### src/rtl/flex_pts_pkg.sv
// flex_pts_pkg: shared types and helpers for the flex parallel-to-serial transmitter.
//   pts_state_t : FSM state encoding (PARITY is only reachable when FLEX_PTS_PARITY_EN is defined)
//   cnt_width() : counter width for a given number of counter values, never below 1 bit
package flex_pts_pkg;

   typedef enum logic [1:0] {
      IDLE   = 2'd0,
      SHIFT  = 2'd1,
      PARITY = 2'd2
   } pts_state_t;

   // Width of a counter that must hold values 0..range-1.
   function automatic int unsigned cnt_width(input int unsigned range);
      int unsigned w;
      w = unsigned'($clog2(range));
      if (w < 32'd1) begin
         w = 32'd1;
      end
      return w;
   endfunction

endpackage

### src/rtl/flex_pts_serializer_if.sv
// flex_pts_serializer_if: word handshake and serial line bundle for flex_pts_serializer.
//   in_valid, parallel_in : producer -> transmitter word offer
//   in_ready              : transmitter can accept a word
//   serial_out            : idle-high serial line
//   busy, frame_done      : frame status
interface flex_pts_serializer_if #(
   parameter int unsigned NUM_BITS = 8
);
   logic                in_valid;
   logic                in_ready;
   logic [NUM_BITS-1:0] parallel_in;
   logic                serial_out;
   logic                busy;
   logic                frame_done;

   modport master (
      output in_valid,
      output parallel_in,
      input  in_ready,
      input  serial_out,
      input  busy,
      input  frame_done
   );

   modport slave (
      input  in_valid,
      input  parallel_in,
      output in_ready,
      output serial_out,
      output busy,
      output frame_done
   );
endinterface

### src/rtl/flex_bit_timer.sv
// flex_bit_timer: counts 0..BIT_CYCLES-1 while enabled and flags the terminal count.
//   clk, n_rst      : clock, async active-low reset
//   clear_i         : force the counter to 0 (takes priority over enable)
//   enable_i        : advance the counter
//   bit_strobe_c_o  : combinational one-cycle strobe on the terminal count
module flex_bit_timer
   import flex_pts_pkg::*;
#(
   parameter int unsigned BIT_CYCLES = 4
) (
   input  logic clk,
   input  logic n_rst,
   input  logic clear_i,
   input  logic enable_i,
   output logic bit_strobe_c_o
);

   localparam int unsigned   CW   = cnt_width(BIT_CYCLES);
   localparam logic [CW-1:0] TERM = CW'(BIT_CYCLES - 32'd1);

   logic [CW-1:0] cnt_q;
   logic [CW-1:0] cnt_d;
   logic          term_c;

   assign term_c         = (cnt_q == TERM);
   assign bit_strobe_c_o = enable_i && !clear_i && term_c;

   // Next count: wrap to 0 at terminal count so BIT_CYCLES=1 strobes every cycle.
   always_comb begin
      cnt_d = cnt_q;
      if (clear_i) begin
         cnt_d = '0;
      end else if (enable_i) begin
         cnt_d = term_c ? '0 : cnt_q + CW'(1);
      end
   end

   always_ff @(posedge clk or negedge n_rst) begin
      if (!n_rst) begin
         cnt_q <= '0;
      end else begin
         cnt_q <= cnt_d;
      end
   end

endmodule

### src/rtl/flex_pts_serializer.sv
// flex_pts_serializer: valid/ready word in, idle-high serial line out, each bit held
// BIT_CYCLES clocks, MSB- or LSB-first. frame_done pulses in the first idle cycle after
// a frame. Defining FLEX_PTS_PARITY_EN appends an even-parity bit after the data bits.
//   clk, n_rst : clock, async active-low reset (aborts any frame, line returns high)
//   pts_bus    : slave side of flex_pts_serializer_if
//                (in_valid/parallel_in in; in_ready/serial_out/busy/frame_done out)
module flex_pts_serializer
   import flex_pts_pkg::*;
#(
   parameter int unsigned NUM_BITS   = 8,
   parameter int unsigned SHIFT_MSB  = 1,
   parameter int unsigned BIT_CYCLES = 4
) (
   input  logic                        clk,
   input  logic                        n_rst,
   flex_pts_serializer_if.slave        pts_bus
);

   localparam int unsigned   IW       = cnt_width(NUM_BITS);
   localparam logic [IW-1:0] LAST_IDX = IW'(NUM_BITS - 32'd1);

   pts_state_t          state_q, state_d;
   logic [NUM_BITS-1:0] sr_q, sr_d;
   logic [IW-1:0]       idx_q, idx_d;
   logic                serial_q, serial_d;
   logic                ready_q, ready_d;
   logic                busy_q, busy_d;
   logic                done_q, done_d;
   logic                accept_c;
   logic                bit_strobe_c;
`ifdef FLEX_PTS_PARITY_EN
   logic                parity_q, parity_d;
`endif

   // Bit currently at the transmit end of the register.
   function automatic logic head_of(input logic [NUM_BITS-1:0] v);
      return (SHIFT_MSB != 32'd0) ? v[NUM_BITS-1] : v[0];
   endfunction

   // Move the next bit to the head; the vacated end refills with idle-level ones.
   function automatic logic [NUM_BITS-1:0] shift_of(input logic [NUM_BITS-1:0] v);
      return (SHIFT_MSB != 32'd0) ? {v[NUM_BITS-2:0], 1'b1} : {1'b1, v[NUM_BITS-1:1]};
   endfunction

   assign accept_c = pts_bus.in_valid && ready_q;

   flex_bit_timer #(
      .BIT_CYCLES (BIT_CYCLES)
   ) u_bit_timer (
      .clk            (clk),
      .n_rst          (n_rst),
      .clear_i        (accept_c),
      .enable_i       (state_q != IDLE),
      .bit_strobe_c_o (bit_strobe_c)
   );

   // Next state, datapath and output values; outputs are registered from next-state values
   // so serial_out shows the first data bit in the cycle right after acceptance.
   always_comb begin
      state_d  = state_q;
      sr_d     = sr_q;
      idx_d    = idx_q;
      done_d   = 1'b0;
`ifdef FLEX_PTS_PARITY_EN
      parity_d = parity_q;
`endif

      unique case (state_q)
         IDLE: begin
            if (accept_c) begin
               sr_d    = pts_bus.parallel_in;
               idx_d   = '0;
               state_d = SHIFT;
`ifdef FLEX_PTS_PARITY_EN
               parity_d = ^pts_bus.parallel_in;
`endif
            end
         end
         SHIFT: begin
            if (bit_strobe_c) begin
               sr_d  = shift_of(sr_q);
               idx_d = idx_q + IW'(1);
               if (idx_q == LAST_IDX) begin
`ifdef FLEX_PTS_PARITY_EN
                  state_d = PARITY;
`else
                  state_d = IDLE;
                  done_d  = 1'b1;
`endif
               end
            end
         end
`ifdef FLEX_PTS_PARITY_EN
         PARITY: begin
            if (bit_strobe_c) begin
               state_d = IDLE;
               done_d  = 1'b1;
            end
         end
`endif
         default: begin
            state_d = IDLE;
         end
      endcase

      serial_d = 1'b1;
      if (state_d == SHIFT) begin
         serial_d = head_of(sr_d);
      end
`ifdef FLEX_PTS_PARITY_EN
      if (state_d == PARITY) begin
         serial_d = parity_d;
      end
`endif
      ready_d = (state_d == IDLE);
      busy_d  = (state_d != IDLE);
   end

   always_ff @(posedge clk or negedge n_rst) begin
      if (!n_rst) begin
         state_q  <= IDLE;
         sr_q     <= '1;
         idx_q    <= '0;
         serial_q <= 1'b1;
         ready_q  <= 1'b1;
         busy_q   <= 1'b0;
         done_q   <= 1'b0;
`ifdef FLEX_PTS_PARITY_EN
         parity_q <= 1'b0;
`endif
      end else begin
         state_q  <= state_d;
         sr_q     <= sr_d;
         idx_q    <= idx_d;
         serial_q <= serial_d;
         ready_q  <= ready_d;
         busy_q   <= busy_d;
         done_q   <= done_d;
`ifdef FLEX_PTS_PARITY_EN
         parity_q <= parity_d;
`endif
      end
   end

   assign pts_bus.in_ready   = ready_q;
   assign pts_bus.serial_out = serial_q;
   assign pts_bus.busy       = busy_q;
   assign pts_bus.frame_done = done_q;

endmodule

### src/flat_wrapper.sv
// flat-port wrapper written by rule: the top's interface ports become plain ports
module flex_pts_serializer_flat import flex_pts_pkg::*;
#(
   parameter int unsigned NUM_BITS   = 8,
   parameter int unsigned SHIFT_MSB  = 1,
   parameter int unsigned BIT_CYCLES = 4
)
  (clk, n_rst, pts_bus_in_valid, pts_bus_parallel_in, pts_bus_in_ready, pts_bus_serial_out, pts_bus_busy, pts_bus_frame_done);
  flex_pts_serializer_if #(.NUM_BITS(NUM_BITS)) pts_bus_i ();
  input  logic clk;
  input  logic n_rst;
  input wire logic [$bits(pts_bus_i.in_valid)-1:0] pts_bus_in_valid;
  input wire logic [$bits(pts_bus_i.parallel_in)-1:0] pts_bus_parallel_in;
  output wire logic [$bits(pts_bus_i.in_ready)-1:0] pts_bus_in_ready;
  output wire logic [$bits(pts_bus_i.serial_out)-1:0] pts_bus_serial_out;
  output wire logic [$bits(pts_bus_i.busy)-1:0] pts_bus_busy;
  output wire logic [$bits(pts_bus_i.frame_done)-1:0] pts_bus_frame_done;
  assign pts_bus_i.in_valid = pts_bus_in_valid;
  assign pts_bus_i.parallel_in = pts_bus_parallel_in;
  assign pts_bus_in_ready = pts_bus_i.in_ready;
  assign pts_bus_serial_out = pts_bus_i.serial_out;
  assign pts_bus_busy = pts_bus_i.busy;
  assign pts_bus_frame_done = pts_bus_i.frame_done;
  flex_pts_serializer #(.NUM_BITS(NUM_BITS), .SHIFT_MSB(SHIFT_MSB), .BIT_CYCLES(BIT_CYCLES)) u_core (.clk(clk), .n_rst(n_rst), .pts_bus(pts_bus_i));
endmodule
### config.mk
export PLATFORM = sky130hd
export DESIGN_NAME = flex_pts_serializer_flat
export DESIGN_NICKNAME = d
export VERILOG_FILES = /design/src/rtl/flex_pts_pkg.sv /design/src/rtl/flex_pts_serializer_if.sv /design/src/rtl/flex_bit_timer.sv /design/src/rtl/flex_pts_serializer.sv /design/src/flat_wrapper.sv
export SDC_FILE = /design/constraint.sdc
export NUM_CORES = 1
export LEC_CHECK = 0
export ABC_AREA = 1
export CAP_MARGIN = 20
export CORE_UTILIZATION = 51
export DETAILED_ROUTE_END_ITERATION = 8
export GPL_ROUTABILITY_DRIVEN = 0
export GPL_TIMING_DRIVEN = 0
export HOLD_SLACK_MARGIN = 0.05
export PLACE_DENSITY_LB_ADDON = 0.15
export SYNTH_ARGS = -nofsm -noshare
export SYNTH_HDL_FRONTEND = slang
export SYNTH_SLANG_ARGS = --single-unit
### constraint.sdc
create_clock -name clk -period 1.49 [get_ports clk]
set_clock_uncertainty 0.2 [all_clocks]
set_input_delay 0.149 -clock clk [delete_from_list [all_inputs] [get_ports clk]]
set_output_delay 0.149 -clock clk [all_outputs]
set_load 0.005 [all_outputs]
==> flow_summary.yaml <==
setup_path:
  reg2reg_depth: 6
  crit_path_start: "u_core.pts_bus.in_ready"
  cp.arrival_ps: 1420
  crit_path_end_kind: "register"
  r2r-end: "u_core.idx_q[2]"
  worstSetupPathType: "register to register"
  r2r_slack_ps: 60
  crit-reg2reg-launch: "u_core.pts_bus.in_ready"
  start_kind: "register"
  critPathMaxFanout: 10
  worstPathRequired_ps: 1480
clocking:
  path_clk_slew_ps: 100
  clock_path_buffers: 2
  clock-root-buffer: "clkbuf_4"
  numCtsBuffers: 3
  cts_tree: "done"
  insertion_delay_ps: 280
  cts_num_sinks: 19
  cts_max_level: 1
drt:
  wirelength_mm: 1.56
  vias_per_cell: 4.81
  antenna_left: 0
  wire_per_inst_um: 11.4
  via_count: 654
  drt_iter0_markers: 6
  drt_first_pass_iters: 4
  route.detailed.drc: 0
layout:
  nNetsFinal: 126
  layout.area.seq_um2: 488
  multi_input_area_um2: 414
  n_antenna_cell: 0
  syn2layout_area_growth_pct: 26.6
  utilization_pct: 68.4
  final_cell_area_um2: 1170
  fill_cells: 129
  layout-drive-gt1-share_pct: 41.4
synth:
  synth_seq_cells: 19
  ys_types: 21
  syn_nets: 104
  postSynthCellCount: 90
  avgSynthCellArea_um2: 10.2
  seq_area_frac_synth_pct: 52.9
  yosysWarningCount: 0
  synth_area_um2: 922
timing:
  finalSetupViolCount: 0
  fin_ws_ps: 58.3
  worst_pin_slew_ps: 824
  hold_viol: 0
  slew_headroom_pct: 44.9
  slew_violations: 0
  fin_tns_setup_ps: 0
  rsz0062_at_grt: "yes"
  fin_crit_ps: 1430
  fmax_ghz: 0.698
  fin_crit_sh_pct: 96.1
place:
  placedInstanceArea_um2: 1090
  dpl_worst_slack_ps: -131
  hpwl_mm: 1.13
  io_buffers: 14
power:
  peakVddDrop_mv: 0.909
  power.density_nw_per_um2: 1150
  power.leakage_nw: 0.577
floorplanning:
  rows: 15
  start_util_pct: 54.0
  core_um2: 1710
  die_w_um: 44.5
  die_area_um2: 1980
  ios: 15
  die_y_um: 44.5
grt:
  grt_pass1_wl_mm: 2.47
  first_global_vias: 598
  grt_use_total_pct: 17.3
  grt_max_degree: 20
  grt_overflow: 0
  antenna_found_initial: 0
run_status:
  status: "finished, final reports clean"
hold_path:
  min_path_type: "primary input to asynchronous set/reset pin"
run:
  drv_cap: 0
## how the worst max path moves through the flow
stage,to,slack [ps],cells past startpoint
after detailed placement,u_core.idx_q[0],-130,7
final,u_core.idx_q[2],60,6
after floorplan,u_core.pts_bus.serial_out,140,6
after CTS,pts_bus_busy,20,1
after global routing,u_core.pts_bus.serial_out,-20,6
after global placement,u_core.idx_q[0],-100,7
## per-layer routing
| metal | up-vias | share of wire, % | GRT usage (%) |
|---|---|---|---|
| li1 | 336 | - | - |
| met1 | 305 | 45 | 22.5 |
| met2 | 11 | 51 | 27.9 |
| met3 | 2 | 2.6 | 2.45 |
| met4 | 0 | 1.4 | 9.09 |
| met5 | - | 0 | 0 |
## where the power goes
| group | switching [mW] | internal, mW |
|---|---|---|
| Sequential | 0.0855 | 0.684 |
| Combinational | 0.166 | 0.155 |
| Clock | 0.149 | 0.104 |
## synth_stat cells
| master | n | share of area, % |
|---|---|---|
| nor2_2 | 1 | 0.68 |
| nor2_1 | 3 | 1.2 |
| o21ai_2 | 1 | 0.95 |
| nand3_4 | 1 | 1.9 |
| nand2_4 | 1 | 1.2 |
| o31ai_1 | 1 | 0.81 |
| nand3_1 | 10 | 5.4 |
| inv_2 | 5 | 2.0 |
| nand2_1 | 19 | 7.7 |
| nand4_1 | 2 | 1.4 |
| ha_1 | 3 | 4.1 |
| nand2_2 | 13 | 8.8 |
| nor2_4 | 1 | 1.2 |
| dfrtp_1 | 9 | 24 |
| nand3_2 | 4 | 4.3 |
| inv_1 | 2 | 0.81 |
| nor3_1 | 1 | 0.54 |
| nand4_4 | 1 | 2.3 |
| dfstp_2 | 10 | 28 |
| inv_8 | 1 | 1.2 |
| conb_1 | 1 | 0.41 |
## state kept, by name, summed over array words and instances, names as in the netlist
register,cells
u_core.sr_q,8
u_core.idx_q,3
u_core.state_q,2
u_core.u_bit_timer.cnt_q,2
u_core.pts_bus.busy,1
u_core.pts_bus.frame_done,1
u_core.pts_bus.in_ready,1
u_core.pts_bus.serial_out,1
## metrics by stage
| step | hold WS, ps | std cells | power, mW |
|---|---|---|---|
| after floorplan | -347 | 90 | 0.963 |
| after global placement | 268 | 129 | 1.06 |
| after detailed placement | 273 | 129 | 1.08 |
| after CTS | 162 | 134 | 1.34 |
| after global routing | 194 | 136 | 1.43 |
| final | 127 | 136 | 1.34 |
## layout by cell type (no fill, tap or decap), drive strengths merged
master,synthesis,final
buf,0,3
clkbuf,0,4
clkdlybuf4s50,0,10
clkinv,0,1
conb,1,1
dfrtp,9,9
dfstp,10,10
dlygate4sd2,0,2
dlymetal6s2s,0,2
ha,3,3
inv,8,7
nand2,33,33
nand3,15,15
nand4,3,3
nor2,5,5
nor3,1,1
o21ai,1,1
o31ai,1,1
## critical path, cell delays in order, from the launching register on
cell	delay, ps
dfstp_2	550
buf_4	140
nand3_4	120
nand2_4	140
clkinv_8	90
nand2_2	60
nand2_1	40
## timing repair
item | 4_1_cts | 5_1_grt
setup buffers | 1 | 2
hold buffers | 0 | 0
gates resized for setup | 3 | 5
setup endpoints to repair | 2 | 14
endpoints found under the hold margin | 0 | 0
## final cells by class
class / count / share of cell area [%]
Tap cell: 25 / 2.68
Timing Repair Buffer: 17 / 14.1
Inverter: 8 / 3.64
Sequential cell: 19 / 41.8
Multi-Input combinational cell: 63 / 35.5
Clock buffer: 4 / 2.25
## cells by family after synthesis
logic type      share of synthesized area, %
compound gates                          1.76
buf+inv                                 4.07
fa+ha+maj                               4.07
flops                                   52.9
simple gates                            36.8
other cells                            0.407
No activity file was read; power rests on OpenSTA's default activity.
